`config.mk`:
```
export PLATFORM = sky130hd
export DESIGN_NAME = promedio_window
export DESIGN_NICKNAME = d
export VERILOG_FILES = /design/src/rtl/promedio_pkg.sv /design/src/rtl/promedio_minmax.sv /design/src/rtl/promedio_window.sv
export SDC_FILE = /design/constraint.sdc
export NUM_CORES = 1
export LEC_CHECK = 0
export CAP_MARGIN = 20
export CORE_MARGIN = 1.5
export CORE_UTILIZATION = 35
export CTS_BUF_LIST = sky130_fd_sc_hd__clkbuf_8
export DETAILED_ROUTE_END_ITERATION = 12
export MAX_ROUTING_LAYER = met4
export PLACE_DENSITY_LB_ADDON = 0.3
export RECOVER_POWER = 100
export SYNTH_ARGS = -nofsm -noshare
export SYNTH_HDL_FRONTEND = slang
export SYNTH_SLANG_ARGS = --single-unit
```
`constraint.sdc`:
```
create_clock -name clk -period 3.7 [get_ports clk]
set_input_delay 0.74 -clock clk [delete_from_list [all_inputs] [get_ports clk]]
set_output_delay 0.74 -clock clk [all_outputs]
set_load 0.05 [all_outputs]
```
`src/rtl/promedio_pkg.sv`:
```
// Shared types and sizing helpers for the windowed sample averager.
package promedio_pkg;

    typedef enum logic {
        ST_IDLE = 1'b0,
        ST_ACC  = 1'b1
    } state_e;

    // Accumulator width that holds a full window of N-bit samples without wrap.
    function automatic int unsigned acc_width(input int unsigned n, input int unsigned log2_win);
        return n + log2_win;
    endfunction

    // Half-LSB of the mean, added before the shift when rounding is enabled.
    function automatic int unsigned round_const(input int unsigned log2_win, input bit round);
        return round ? (32'd1 << (log2_win - 32'd1)) : 32'd0;
    endfunction

endpackage

```
`src/rtl/promedio_minmax.sv`:
```
// Running minimum/maximum registers for one averaging window.
module promedio_minmax #(
    parameter int unsigned N = 8
) (
    input  logic         clk,
    input  logic         rst_n,
    input  logic         seed_i,
    input  logic         upd_i,
    input  logic [N-1:0] sample_i,
    output logic [N-1:0] min_nxt_c,
    output logic [N-1:0] max_nxt_c
);

    logic [N-1:0] min_q, min_d;
    logic [N-1:0] max_q, max_d;

    // Extremes including the current sample, used for both update and final capture.
    assign min_nxt_c = (sample_i < min_q) ? sample_i : min_q;
    assign max_nxt_c = (sample_i > max_q) ? sample_i : max_q;

    always_comb begin
        min_d = min_q;
        max_d = max_q;
        if (seed_i) begin
            min_d = '1;
            max_d = '0;
        end else if (upd_i) begin
            min_d = min_nxt_c;
            max_d = max_nxt_c;
        end
    end

    always_ff @(posedge clk or negedge rst_n) begin
        if (!rst_n) begin
            min_q <= '1;
            max_q <= '0;
        end else begin
            min_q <= min_d;
            max_q <= max_d;
        end
    end

endmodule

```
`src/rtl/promedio_window.sv`:
```
// Windowed averager: accumulates 2^LOG2_WIN valid samples and reports mean, sum, min and max.
module promedio_window
    import promedio_pkg::*;
#(
    parameter int unsigned N        = 8,
    parameter int unsigned LOG2_WIN = 7,
    parameter bit          ROUND    = 1'b1
) (
    input  logic                  clk,
    input  logic                  reset,
    input  logic                  en,
    input  logic                  start,
    input  logic                  continuous,
    input  logic                  in_valid,
    input  logic [N-1:0]          in,
    output logic [N-1:0]          out,
    output logic [N-1:0]          out_min,
    output logic [N-1:0]          out_max,
    output logic [N+LOG2_WIN-1:0] sum_out,
    output logic                  sum_redy,
    output logic                  busy
);

    localparam int unsigned AW  = acc_width(N, LOG2_WIN);
    localparam int unsigned RW  = AW + 1;
    localparam int unsigned CW  = LOG2_WIN;
    localparam int unsigned RND = round_const(LOG2_WIN, ROUND);

    state_e         state_q, state_d;
    logic [AW-1:0]  acc_q, acc_d;
    logic [CW-1:0]  cnt_q, cnt_d;
    logic [N-1:0]   mean_q, min_q, max_q;
    logic [AW-1:0]  sum_q;
    logic           redy_q, busy_q;

    logic           seed_c, upd_c, load_c, final_c;
    logic [AW-1:0]  acc_sum_c;
    logic [RW-1:0]  rnd_sum_c;
    logic [N-1:0]   mean_c;
    logic [N-1:0]   min_nxt_c, max_nxt_c;

    assign acc_sum_c = acc_q + AW'(in);
    // One extra bit so adding the rounding constant to an all-ones window cannot wrap.
    assign rnd_sum_c = RW'(acc_sum_c) + RW'(RND);
    assign mean_c    = N'(rnd_sum_c >> LOG2_WIN);
    assign final_c   = (state_q == ST_ACC) && in_valid && (cnt_q == '1);

    promedio_minmax #(
        .N (N)
    ) u_minmax (
        .clk       (clk),
        .rst_n     (reset),
        .seed_i    (seed_c),
        .upd_i     (upd_c),
        .sample_i  (in),
        .min_nxt_c (min_nxt_c),
        .max_nxt_c (max_nxt_c)
    );

    // Next-state, accumulator/counter update and result-load strobes.
    always_comb begin
        state_d = state_q;
        acc_d   = acc_q;
        cnt_d   = cnt_q;
        seed_c  = 1'b0;
        upd_c   = 1'b0;
        load_c  = 1'b0;
        if (!en) begin
            state_d = ST_IDLE;
            acc_d   = '0;
            cnt_d   = '0;
        end else begin
            case (state_q)
                ST_IDLE: begin
                    if (start || continuous) begin
                        state_d = ST_ACC;
                        acc_d   = '0;
                        cnt_d   = '0;
                        seed_c  = 1'b1;
                    end
                end
                ST_ACC: begin
                    if (final_c) begin
                        load_c = 1'b1;
                        acc_d  = '0;
                        cnt_d  = '0;
                        if (continuous) begin
                            seed_c = 1'b1;
                        end else begin
                            state_d = ST_IDLE;
                        end
                    end else if (in_valid) begin
                        acc_d = acc_sum_c;
                        cnt_d = cnt_q + CW'(1);
                        upd_c = 1'b1;
                    end
                end
                default: begin
                    state_d = ST_IDLE;
                end
            endcase
        end
    end

    always_ff @(posedge clk or negedge reset) begin
        if (!reset) begin
            state_q <= ST_IDLE;
            acc_q   <= '0;
            cnt_q   <= '0;
            busy_q  <= 1'b0;
            redy_q  <= 1'b0;
        end else begin
            state_q <= state_d;
            acc_q   <= acc_d;
            cnt_q   <= cnt_d;
            busy_q  <= (state_d == ST_ACC);
            redy_q  <= load_c;
        end
    end

    // Result registers change only on the final-sample edge.
    always_ff @(posedge clk or negedge reset) begin
        if (!reset) begin
            mean_q <= '0;
            min_q  <= '0;
            max_q  <= '0;
            sum_q  <= '0;
        end else if (load_c) begin
            mean_q <= mean_c;
            min_q  <= min_nxt_c;
            max_q  <= max_nxt_c;
            sum_q  <= acc_sum_c;
        end
    end

    assign out      = mean_q;
    assign out_min  = min_q;
    assign out_max  = max_q;
    assign sum_out  = sum_q;
    assign sum_redy = redy_q;
    assign busy     = busy_q;

endmodule

```
==> summary.md, run 1 <==
| Metric | Value |
|---|---|
| DR vias | 3494 |
| Worst slew pin tran | 1.59 ns |
| Grt ovf | 0 |
| YS warnings | 0 |
| Hpwl dp | 7.69 mm |
| Achievable Freq | 291 MHz |
| WP data arrival | 3.70 ns |
| Top post-synthesis cells by area | dfrtp_1, ha_1, nand2_1, o21ai_0, dfstp_2 |
| Crit-path max FO | 4 |
| Status | complete, but fails checks |
| Skew-Pair Late Insertion Delay | 0.37 ns |
| Setup CP Type | primary input to flip-flop |
| Post-synth top area cell | dfrtp_1 |
| Hold Vio Cnt, Final | 0 |
| Power Density | 341 nW/um^2 |
| Slew Viols, Final | between 60 and 70 |
| Initial antenna violation count | 0 |
| CP max-delay cell | dlygate4sd3_1 |
| Syn nets | approximately 500 |
| Post-synth top area share | 40.9% |
| Hold buffers post-CTS | 0 |
| Crit path time final | 3.44 ns |
| Longest Clk Path Bufs | 2 |
| Critical Path RT | a little under 4 ns |
| Setup TNS | 0 ns |
| Area added between synthesis and finish | 23.1% |
| Unique cell type count in the Yosys netlist | 66 |
| Starting Density | 36.0% |
| R2r worst-path depth | 7 |
| WL/cell | 15.1 um |
| Final setup violation count | 0 |
| Core outline area | 12100 sq um |
| Largest net degree at the start of global routing | 80 |
| CP most frequent cell | buf_4 |
| R2R Path Start | cnt_q[0]$_DFFE_PN0P_ |
| Post-synth EDFFs | 0 |
| Clock Skews | 0.00713 ns |
| Post-CTS Setup Inserts | 0 |
| Hold Path Class | primary input to asynchronous set/reset pin |
| # clock sinks | 79 |
| Multi-input logic area | 2170 sq um |
| First-pass GRT wire length | 17.3 mm |
| Ys async rst share | 100% |
| RSZ-0062 raised after global routing | false |
| Post-Route WL | between 10 and 15 mm |
| Area occupied by registers | 1990 sq um |
| Post-Syn Instances | 449 |
| Die width | 114 um |
| CTS Buf Count | 9 |
| TritonRoute pass-1 iters | 4 |
| #FFs+latches synth | just under 80 |
| Htree depth | 3 |
| Vias per inst | between 5 and 6 |
| Final ANT Viol Nets | 0 |
| CP peak stage delay | 0.59 ns |
| Most used DFF post-synth | dfrtp_1 |
| I/O Buffers | 54 |
| Worst path cell trace | dlygate4sd3_1 > ha_1 > fa_1 > and3_2 > o21a_1 > nor3_1 > buf_4 > xnor2_2 > o211ai_2 > buf_4 > o31a_2 > o31ai_1 |
| Worst vdd rail ir drop | about 0.14 mV |
| Clk Tree Root Cell | clkbuf_8 |
| Number of global-route vias before repair | 3404 |
| DR iter-0 viols | ~270 |
| Syn_area_per_cell | 9.68 sq um |
| # nets final | approximately 560 |
| ANT cells | 0 |
| DRC Markers | 0 |
| Fill count | 1156 |
| Mapped Area | 4350 sq um |
| Register area share after synthesis | 45.7% |
| Post-cts sizing count | 0 |
| Max_slew headroom | -6.32% |
| FF-to-FF setup slack | roughly 0.66 ns |
| Crit path capture type | flip-flop |
| Die area | 13100 sq um |
| Layout cells sized above 1 | 11.9% |
| GP Congestion | 0.916 |
| Leak | 2.58 nW |
| Clk slew on worst S/H paths | 0.08 ns |
| Failing checks | max-capacitance violations, max-slew violations |
| Final Non-Filler Cells | 690 |
| Tcrit/Tclk final | between 90% and 100% |
| Max cap viols | 1 |
| Aggregate global-route resource usage | 17.7% |
| Reg2reg end | sum_out[4]$_DFFE_PN0P_ |
| Placed cells | 673 |
| Setup crit start kind | primary input |
| TritonCTS clock tree | yes |
| Die Y | 114 um |
| Row cnt | 40 |
| Io pins | 55 |
[metal layers]
layer  vias to the layer above  routed length, um  GRT usage [%]
met3                        12                294           2.01
met5                         -                  0              -
met2                        53               4800           26.8
met4                         0                168           7.83
met1                      1702               5170           23.8
li1                       1727                  -              -
[metrics by stage]
stage	power [mW]	utilization, %	hold slack (ns)	instance area (sq um)	setup WS, ns
floorplan	1.09	-	0.444	4350	0.470
global placement	1.21	42.8	0.462	5170	0.0236
detailed placement	1.21	42.8	0.470	5170	0.00985
CTS	1.85	44.5	0.489	5360	0.385
global route	1.90	44.3	0.502	5350	0.129
finish	1.82	44.3	0.432	5350	0.263
[cell usage after synthesis (all sizes together), types with 2 or more instances]
library cell  count
nand2            72
dfrtp            71
o21ai            55
ha               25
inv              24
nor2             22
clkbuf           17
mux2i            17
a22o             14
a21oi            13
nand3            13
xnor2            13
o22a              9
a21o              8
dfstp             8
and2              5
buf               4
nand2b            4
nand4             4
nor3              4
o21a              4
o31ai             4
and3              3
o41ai             3
or2               3
a211o             2
a211oi            2
a21boi            2
and4              2
o2111ai           2
o211ai            2
xor2              2
[worst max-delay path: cells and delay by family]
kind	cells	cell delay, ns
XOR/XNOR	1	0.12
AO/OA/AOI/OAI	4	0.83
buffers and inverters	3	0.90
AND/OR/NAND/NOR	2	0.44
adder cells (fa/ha/maj)	2	0.68
[layout make-up]
type / count / area share (%)
clock buffers: 13 / 3.35
clock inverters: 3 / 0.304
inverters: 24 / 1.68
multi-input cells: 325 / 40.6
flip-flops and latches: 79 / 37.1
well taps: 168 / 3.93
repair buffers: 78 / 13.0
[cell usage in the layout, fill, tap and decap left out, types with 3 or more instances in the layout]
cell type | Yosys | layout
nor2_1 | 22 | 22
nand2_1 | 72 | 72
ha_1 | 25 | 25
a22o_1 | 14 | 14
o41ai_1 | 3 | 3
a21oi_1 | 11 | 11
o22a_1 | 9 | 9
clkbuf_1 | 15 | 5
nand4_1 | 3 | 3
o21ai_0 | 53 | 53
mux2i_1 | 17 | 17
xnor2_1 | 12 | 12
clkbuf_8 | 1 | 13
o31ai_1 | 4 | 4
a21o_1 | 7 | 7
clkdlybuf4s50_1 | 0 | 8
inv_1 | 23 | 25
nand2b_1 | 4 | 4
nor3_1 | 3 | 3
dfstp_2 | 8 | 8
dlygate4sd3_1 | 0 | 45
o21a_1 | 4 | 4
nand3_1 | 13 | 13
buf_4 | 2 | 19
dfrtp_1 | 71 | 71
[worst max path at each step]
stage	startpoint	endpoint	slack [ns]	cells past startpoint
CTS	in[0]	out[5]$_DFFE_PN0P_	0.38	12
floorplan	in[0]	out[7]$_DFFE_PN0P_	0.47	9
global placement	in[0]	out[7]$_DFFE_PN0P_	0.02	12
global route	in[0]	out[7]$_DFFE_PN0P_	0.13	12
finish	in[0]	out[5]$_DFFE_PN0P_	0.26	12
detailed placement	in[0]	out[7]$_DFFE_PN0P_	0.01	11
[state kept, by name, summed over array words and instances, names as in the netlist]
| register | cells |
|---|---|
| acc_q | 15 |
| sum_out | 15 |
| out | 8 |
| out_max | 8 |
| out_min | 8 |
| u_minmax.max_q | 8 |
| u_minmax.min_q | 8 |
| cnt_q | 7 |
| busy | 1 |
| sum_redy | 1 |
[where the power goes]
part	internal, mW	leakage, nW	switching (mW)
Combinational	0.119	1.41	0.160
Clock	0.314	0.103	0.318
Sequential	0.892	1.07	0.0189
Total	1.33	2.58	0.497
[cell families (layout without fill, tap and decap cells)]
family          Yosys count  after routing  share of synthesized area [%]
compound gates          128            128                           20.3
mux                      18             18                           4.17
xor+xnor                 15             15                           3.20
buf+inv                  45            118                           4.35
flops                    79             79                           45.7
simple gates            138            138                           14.6
fa+ha+maj                26             26                           7.66
Note: power is estimated with default switching activity, not from simulation.
==> run 2: changes to the inputs <==
--- a/config.mk
+++ b/config.mk
@@ -5,6 +5,8 @@
 export SDC_FILE = /design/constraint.sdc
 export NUM_CORES = 1
 export LEC_CHECK = 0
+export ABC_AREA = 1
+export ABC_CLOCK_PERIOD_IN_PS = 3700
 export CAP_MARGIN = 20
 export CORE_MARGIN = 1.5
 export CORE_UTILIZATION = 35
@@ -16,3 +18,4 @@
 export SYNTH_ARGS = -nofsm -noshare
 export SYNTH_HDL_FRONTEND = slang
 export SYNTH_SLANG_ARGS = --single-unit
+export TNS_END_PERCENT = 100
==> run 2 against run 1 <==
Effect of this change: the run still ends with max-capacitance violations, max-slew violations left; global-route usage rose by 0.44 points; die area grew 5.2%; total power increased by 8.4%; critical path depth up 1; non-clock buffer count is 20 lower; sequential power is 1% higher; area after synthesis increased by 5.3%; clock power is 12% higher; core utilization down 1.2 points; largest cell class unchanged.
==> summary.md, run 2 <==
| Metric | Value |
|---|---|
| FF-to-FF setup slack | 0.93 ns (+0.27 ns) |
| WP data arrival | 3.39 ns (-0.31 ns) |
| XOR/XNOR Fraction of Synth Area | 0.957% (-2.2 points) |
| Critical Path RT | 3.96 ns (about the same) |
| Setup TNS | 0 ns (unchanged) |
| Io pins | 55 (unchanged) |
| Achievable Freq | 320 MHz (+10%) |
| Leak | 3.01 nW (+17%) |
| Final ANT Viol Nets | 0 (unchanged) |
| Cells on Worst Hold Path | 2 |
| Max_slew headroom | -46.9% (-41 points) |
| # clock sinks | 79 (unchanged) |
| Row cnt | 41 (+2.5%) |
| Post-cts sizing count | 0 (unchanged) |
| Htree depth | 3 (unchanged) |
| Power Density | 361 nW/um^2 (+6.0%) |
| Aggregate global-route resource usage | 18.1% (+0.44 points) |
| Most frequent cells in the layout | nand2_1, inv_1, dfrtp_1, nand3_1, dlygate4sd3_1 |
| Status | complete, but fails checks |
| Reg2reg end | out[2]$_DFFE_PN0P_ |
| Final setup violation count | 0 (unchanged) |
| Die width | 117 um (+2.5%) |
| Post-synth EDFFs | 0 (unchanged) |
| Largest net degree at the start of global routing | 80 (unchanged) |
| Sw Pwr | 566 uW (+14%) |
| First-pass GRT wire length | 19.5 mm (+13%) |
| Worst path cell trace | dlygate4sd3_1 > ha_1 > fa_1 > nand2_1 > nand2_1 > nand3_1 > nand3_1 > nand2_1 > inv_1 > nor2_1 > nand3_1 > nand3_1 > nand2_1 |
| Post-Route WL | 11.2 mm (+7.8%) |
| CP max-delay cell | dlygate4sd3_1 |
| Grt ovf | 0 (unchanged) |
| Worst slew pin tran | 2.20 ns (+0.608 ns) |
| Synth Area in Simple Gates | 30.0% (+15 points) |
| Hold slack | 0.477 ns (+0.0445 ns) |
| Seq pwr share | 46.7% (-3.3 points) |
| Vias per inst | 4.86 (-3.9%) |
| Post-Syn Instances | 594 (+32%) |
| Crit path time final | 3.13 ns (-0.311 ns) |
| RSZ-0062 raised after global routing | false |
| Initial antenna violation count | 0 (unchanged) |
| TritonRoute pass-1 iters | 4 (unchanged) |
| Synth Area in Compound Gates | 8.81% (-11 points) |
| Setup crit end | out[6]$_DFFE_PN0P_ |
| I/O Buffers | 54 (unchanged) |
| Mapped Area | 4580 sq um (+5.3%) |
| Largest family of logic cells by synthesized area | simple AND/OR/NAND/NOR gates |
| Count leader, synth | nand2_1 |
| Post-synth top area cell | dfrtp_1 |
| Unique cell type count in the Yosys netlist | 35 (-47%) |
| Syn nets | 634 (+30%) |
| R2R Path Start | cnt_q[0]$_DFFE_PN0P_ |
| Number of global-route vias before repair | 4092 (+20%) |
| Clock power frac | 35.8% (+1.1 points) |
| Area added between synthesis and finish | 19.5% |
| ANT cells | 0 (unchanged) |
| Crit path launch | in[0] |
| Register area share after synthesis | 43.4% (-2.3 points) |
| Worst vdd rail ir drop | 0.261 mV (+86%) |
| Starting Density | 36.1% (+0.084 points) |
| Slew Viols, Final | 39 (-41%) |
| Post-synth top area share | 38.8% (-2.1 points) |
| Ys async rst share | 100% (unchanged) |
| Skew-Pair Late Insertion Delay | 0.37 ns (about the same) |
| # nets final | 689 (+24%) |
| Gate power share | 17.5% (+2.2 points) |
| R2r worst-path depth | 12 (+5) |
| Syn_area_per_cell | 7.70 sq um (-20%) |
| Hold Vio Cnt, Final | 0 (unchanged) |
| #FFs+latches synth | 79 (unchanged) |
| Hold buffers post-CTS | 0 (unchanged) |
| Final Total Pwr | 1.98 mW (+8.4%) |
| Top post-synthesis cells by area | dfrtp_1, nand2_1, nand3_1, ha_1, inv_1 |
| Layout cells sized above 1 | 6.42% (-5.5 points) |
| CTS Buf Count | 9 (unchanged) |
| Post-synthesis mux area share | 0.875% (-3.3 points) |
| DRC Markers | 0 (unchanged) |
| YS warnings | 0 (unchanged) |
| Hpwl dp | 8.47 mm (+10%) |
| DR vias | 4018 (+15%) |
| Critical Path Stages | 13 (+1) |
| Die Y | 117 um (+2.5%) |
| WL/cell | 13.6 um (-10%) |
| Post-CTS Setup Inserts | 0 (unchanged) |
| Most used DFF post-synth | dfrtp_1 |
| Crit path capture type | flip-flop |
| Clock Skews | 0.00989 ns (+0.00276 ns) |
| Post-synth top cells | nand2_1, inv_1, dfrtp_1 |
| Failing checks | max-capacitance violations, max-slew violations |
| Cell family with most CP delay | simple AND/OR/NAND/NOR gates |
| Most common cell after layout, fill and taps aside | nand2_1 |
| Hold Path Class | flip-flop to flip-flop |
| Start point of the worst hold path | out_max[5]$_DFFE_PN0P_ |
| DR iter-0 viols | 239 (-11%) |
| GP Congestion | 0.871 (-4.9%) |
| CP peak stage delay | 0.61 ns (+0.02 ns) |
| Setup CP Type | primary input to flip-flop |
| Die area | 13800 sq um (+5.2%) |
| Clk Tree Root Cell | clkbuf_8 |
| Longest Clk Path Bufs | 2 (unchanged) |
| Clk slew on worst S/H paths | 0.08 ns (about the same) |
| Crit-path max FO | 5 (+1) |
| TritonCTS clock tree | yes |
| Core outline area | 12700 sq um (+5.1%) |
| Tcrit/Tclk final | 84.5% (-8.4 points) |
| Buf/Inv on CP | 2 (-1) |
| Max cap viols | 1 (unchanged) |
| Power Internal | 1.41 mW (+6.3%) |
| Switching share of power | 28.7% (+1.4 points) |
| Synth Area in Adders | 7.27% (-0.39 points) |
| Setup crit start kind | primary input |
[run 2: cell type report]
| class | count | area [sq um] |
|---|---|---|
| repair buffers | 58 | 569 |
| multi-input cells | 417 | 2170 |
| well taps | 172 | 215 |
| flip-flops and latches | 79 | 1990 |
| fillers | 1302 | 7200 |
| clock buffers | 10 | 138 |
| inverters | 84 | 315 |
| clock inverters | 6 | 77.6 |
[run 2: logic make-up after synthesis]
kind of cell,after synthesis
buf+inv,98
fa+ha+maj,26
compound gates,72
mux,4
xor+xnor,5
simple gates,310
flops,79
[run 2: per-layer routing]
layer / part of all wire [%] / up-vias / wire length (um) / GRT usage [%]
met1: 47 / 1899 / 5300 / 22.3
met3: 3.4 / 16 / 382 / 4.28
li1: - / 2027 / - / -
met2: 48 / 76 / 5420 / 29.6
met5: 0 / - / 0 / -
met4: 1.4 / 0 / 153 / 5.32
[run 2: worst min-delay path by stage]
stage,end,slack (ns)
after global placement,out_max[4]$_DFFE_PN0P_,0.46
after global routing,out_max[2]$_DFFE_PN0P_,0.51
after floorplan,acc_q[0]$_DFFE_PN0P_,0.44
after CTS,out_max[7]$_DFFE_PN0P_,0.49
after detailed placement,out_max[7]$_DFFE_PN0P_,0.47
final,out_max[5]$_DFFE_PN0P_,0.48
[run 2: stage by stage]
step | instance area, sq um | util, % | setup slack (ns) | std cells
3_5_place_dp | 5270 | 41.6 | 0.494 | 809
6_report | 5470 | 43.2 | 0.574 | 826
5_1_grt | 5470 | 43.2 | 0.340 | 826
3_3_place_gp | 5270 | 41.6 | 0.553 | 809
4_1_cts | 5490 | 43.3 | 0.861 | 825
2_1_floorplan | 4580 | - | 1.25 | 594
[run 2: worst min-delay path: cells and delay by family, from the launching register on]
family           cells  cell delay, ns
flip-flops           1            0.34
AND/OR/NAND/NOR      2            0.10
[run 2: power by group through the flow]
stage               Sequential [mW]  Combinational [mW]  Clock, mW
floorplan                     0.937               0.238          0
global placement              0.938               0.341          0
detailed placement            0.939               0.348          0
CTS                           0.923               0.350      0.726
global route                  0.927               0.404      0.762
finish                        0.922               0.345      0.708
==> run 3: changes to the inputs <==
--- a/config.mk
+++ b/config.mk
@@ -6,7 +6,7 @@
 export NUM_CORES = 1
 export LEC_CHECK = 0
 export ABC_AREA = 1
-export ABC_CLOCK_PERIOD_IN_PS = 3700
+export ABC_CLOCK_PERIOD_IN_PS = 3000
 export CAP_MARGIN = 20
 export CORE_MARGIN = 1.5
 export CORE_UTILIZATION = 35
==> constraint.sdc (replaced) <==
create_clock -name clk -period 3 [get_ports clk]
set_input_delay 0.6 -clock clk [delete_from_list [all_inputs] [get_ports clk]]
set_output_delay 0.6 -clock clk [all_outputs]
set_load 0.05 [all_outputs]
==> run 3 against run 2 <==
Effect of this change: worst setup slack worse by 0.30 ns; hold slack better by 0.0037 ns; core utilization is 0.56 points higher; count of clock-buffer cells in the layout is 3 higher; sequential share of layout area is 0.47 points lower; global-route usage is 0.56 points higher; the run still ends with max-capacitance violations, max-slew violations left; sequential power is 24% higher.
==> summary.md, run 3 (synthesized netlist as in run 2, its figures left out) <==
| Metric | Value |
|---|---|
| Critical Path RT | 3.27 ns (-0.69 ns) |
| Crit path capture type | flip-flop |
| ANT cells | 0 (unchanged) |
| Vias per inst | 4.83 (-0.68%) |
| Clk slew on worst S/H paths | 0.08 ns (about the same) |
| Final Non-Filler Cells | 841 (+1.8%) |
| Hpwl dp | 8.76 mm (+3.4%) |
| Leak | 3.04 nW (+0.89%) |
| # nets final | 704 (+2.2%) |
| Layout cells sized above 1 | 8.37% (+1.9 points) |
| DRC Markers | 0 (unchanged) |
| Slew Viols, Final | 36 (-7.7%) |
| Clk Tree Root Cell | clkbuf_8 |
| GP Congestion | 0.933 (+7.2%) |
| Hold Vio Cnt, Final | 0 (unchanged) |
| Placed cells | 824 (+1.9%) |
| WL/cell | 13.8 um (+1.0%) |
| Max cap viols | 1 (unchanged) |
| Area added between synthesis and finish | 21.1% |
| Cells on Worst Hold Path | 2 (unchanged) |
| Worst slew pin tran | 2.05 ns (-0.155 ns) |
| Longest Clk Path Bufs | 2 (unchanged) |
| Grt ovf | 0 (unchanged) |
| Worst vdd rail ir drop | 0.170 mV (-35%) |
| Die area | 13800 sq um (unchanged) |
| Max_slew headroom | -36.5% (+10 points) |
| TritonCTS clock tree | yes |
| Setup crit start kind | primary input |
| CTS Buf Count | 9 (unchanged) |
| Number of global-route vias before repair | 4125 (+0.81%) |
| Aggregate global-route resource usage | 18.7% (+0.56 points) |
| Achievable Freq | about 370 MHz |
| Htree depth | 3 (unchanged) |
| Reg2reg end | out[6]$_DFFE_PN0P_ |
| Hold Path Class | flip-flop to flip-flop |
| Start point of the worst hold path | out_max[4]$_DFFE_PN0P_ |
| Hold Path Sink | out_max[4]$_DFFE_PN0P_ |
| TritonRoute pass-1 iters | 4 (unchanged) |
| Tcrit/Tclk final | 91.0% |
| RSZ-0062 raised after global routing | false |
| Final setup violation count | 0 (unchanged) |
| R2r worst-path depth | 12 (unchanged) |
| Setup CP Type | primary input to flip-flop |
| First-pass GRT wire length | 19.9 mm (+1.7%) |
| Post-CTS Setup Inserts | 0 (unchanged) |
| Post-Route WL | 11.6 mm (+2.8%) |
| FF-to-FF setup slack | 0.64 ns (-0.29 ns) |
| Starting Density | 36.1% (unchanged) |
| Post-cts sizing count | 0 (unchanged) |
| Die width | 117 um (unchanged) |
| Hold slack | 0.481 ns (+0.00372 ns) |
| Crit path time final | approximately 2.7 ns |
| Clock Skews | 0.00782 ns (-0.00207 ns) |
| WP data arrival | 3.00 ns (-0.39 ns) |
| Io pins | 55 (unchanged) |
| Largest net degree at the start of global routing | 80 (unchanged) |
| # clock sinks | 79 (unchanged) |
| Status | complete, but fails checks |
| Most common cell after layout, fill and taps aside | nand2_1 |
| I/O Buffers | 54 (unchanged) |
| Final ANT Viol Nets | 0 (unchanged) |
| Most frequent cells in the layout | nand2_1, inv_1, nand3_1, dfrtp_1, dlygate4sd3_1 |
| Power Density | 426 nW/um^2 (+18%) |
| Die Y | 117 um (unchanged) |
| Row cnt | 41 (unchanged) |
| DR iter-0 viols | 196 (-18%) |
| Core outline area | 12700 sq um (unchanged) |
| Hold buffers post-CTS | 0 (unchanged) |
| DR vias | 4063 (+1.1%) |
| Skew-Pair Late Insertion Delay | 0.37 ns (about the same) |
| Failing checks | max-capacitance violations, max-slew violations |
| Initial antenna violation count | 0 (unchanged) |
| Crit-path max FO | 5 (unchanged) |
| R2R Path Start | acc_q[0]$_DFFE_PN0P_ |
==> run 3: cell types whose count changed in the layout (fill, tap and decap cells not counted), moves of 2 or more <==
| cell | previous run | this run |
|---|---|---|
| buf_4 | 1 | 13 |
| inv_1 | 85 | 81 |
| nand3_2 | 2 | 0 |
| clkbuf_1 | 3 | 6 |
| clkbuf_8 | 10 | 13 |
| inv_2 | 0 | 3 |
| bufinv_16 | 2 | 0 |
| nand3_1 | 69 | 71 |
==> run 3: routing by layer <==
metal | vias up | global-route usage, % | share of wire (%)
met2 | 79 | 31.0 | 48
li1 | 2043 | - | -
met4 | 0 | 6.94 | 1.7
met1 | 1925 | 22.7 | 46
met3 | 16 | 3.36 | 3.6
met5 | - | - | 0
==> run 3: report_power, final <==
part / leakage (nW) / total, mW / internal [mW] / switching, mW
clock: 0.105 / 0.781 / 0.387 / 0.394
combinational: 1.87 / 0.439 / 0.151 / 0.289
sequential: 1.07 / 1.14 / 1.12 / 0.0211
==> run 3: worst max-delay path by stage <==
stage	from	end	slack (ns)	cells past startpoint
global route	in[2]	out[6]$_DFFE_PN0P_	0.06	13
global placement	in[0]	out[5]$_DFFE_PN0P_	0.06	14
finish	in[0]	out[6]$_DFFE_PN0P_	0.27	13
detailed placement	in[0]	out[3]$_DFFE_PN0P_	-0.04	14
floorplan	in[0]	out[7]$_DFFE_PN0P_	0.69	13
CTS	in[0]	out[3]$_DFFE_PN0P_	0.35	13
==> run 3: worst max-delay path, stage by stage <==
cell	delay [ns]
clkdlybuf4s50_1	0.48
ha_1	0.26
fa_1	0.39
nand2_1	0.08
nand2_1	0.11
nand3_1	0.12
nand3_1	0.08
nand2_1	0.13
inv_1	0.08
nor2_1	0.32
nand3_1	0.18
nand3_1	0.11
nand2_1	0.06
==> run 3: cell type report <==
class,count,area [sq um]
inverters,84,315
fillers,1339,7130
well taps,172,215
repair buffers,73,678
clock buffers,13,179
flip-flops and latches,79,1990
multi-input cells,417,2150
clock inverters,3,15.0
==> run 3: per-stage QoR <==
stage	area [sq um]	setup TNS (ns)	power, mW	setup slack, ns	utilization, %
detailed placement	5380	-0.0812	1.61	-0.0394	42.5
global placement	5380	0	1.60	0.0573	42.5
CTS	5580	0	2.40	0.352	44.0
floorplan	4580	0	1.45	0.689	-
finish	5540	0	2.36	0.271	43.7
global route	5540	0	2.51	0.0598	43.7
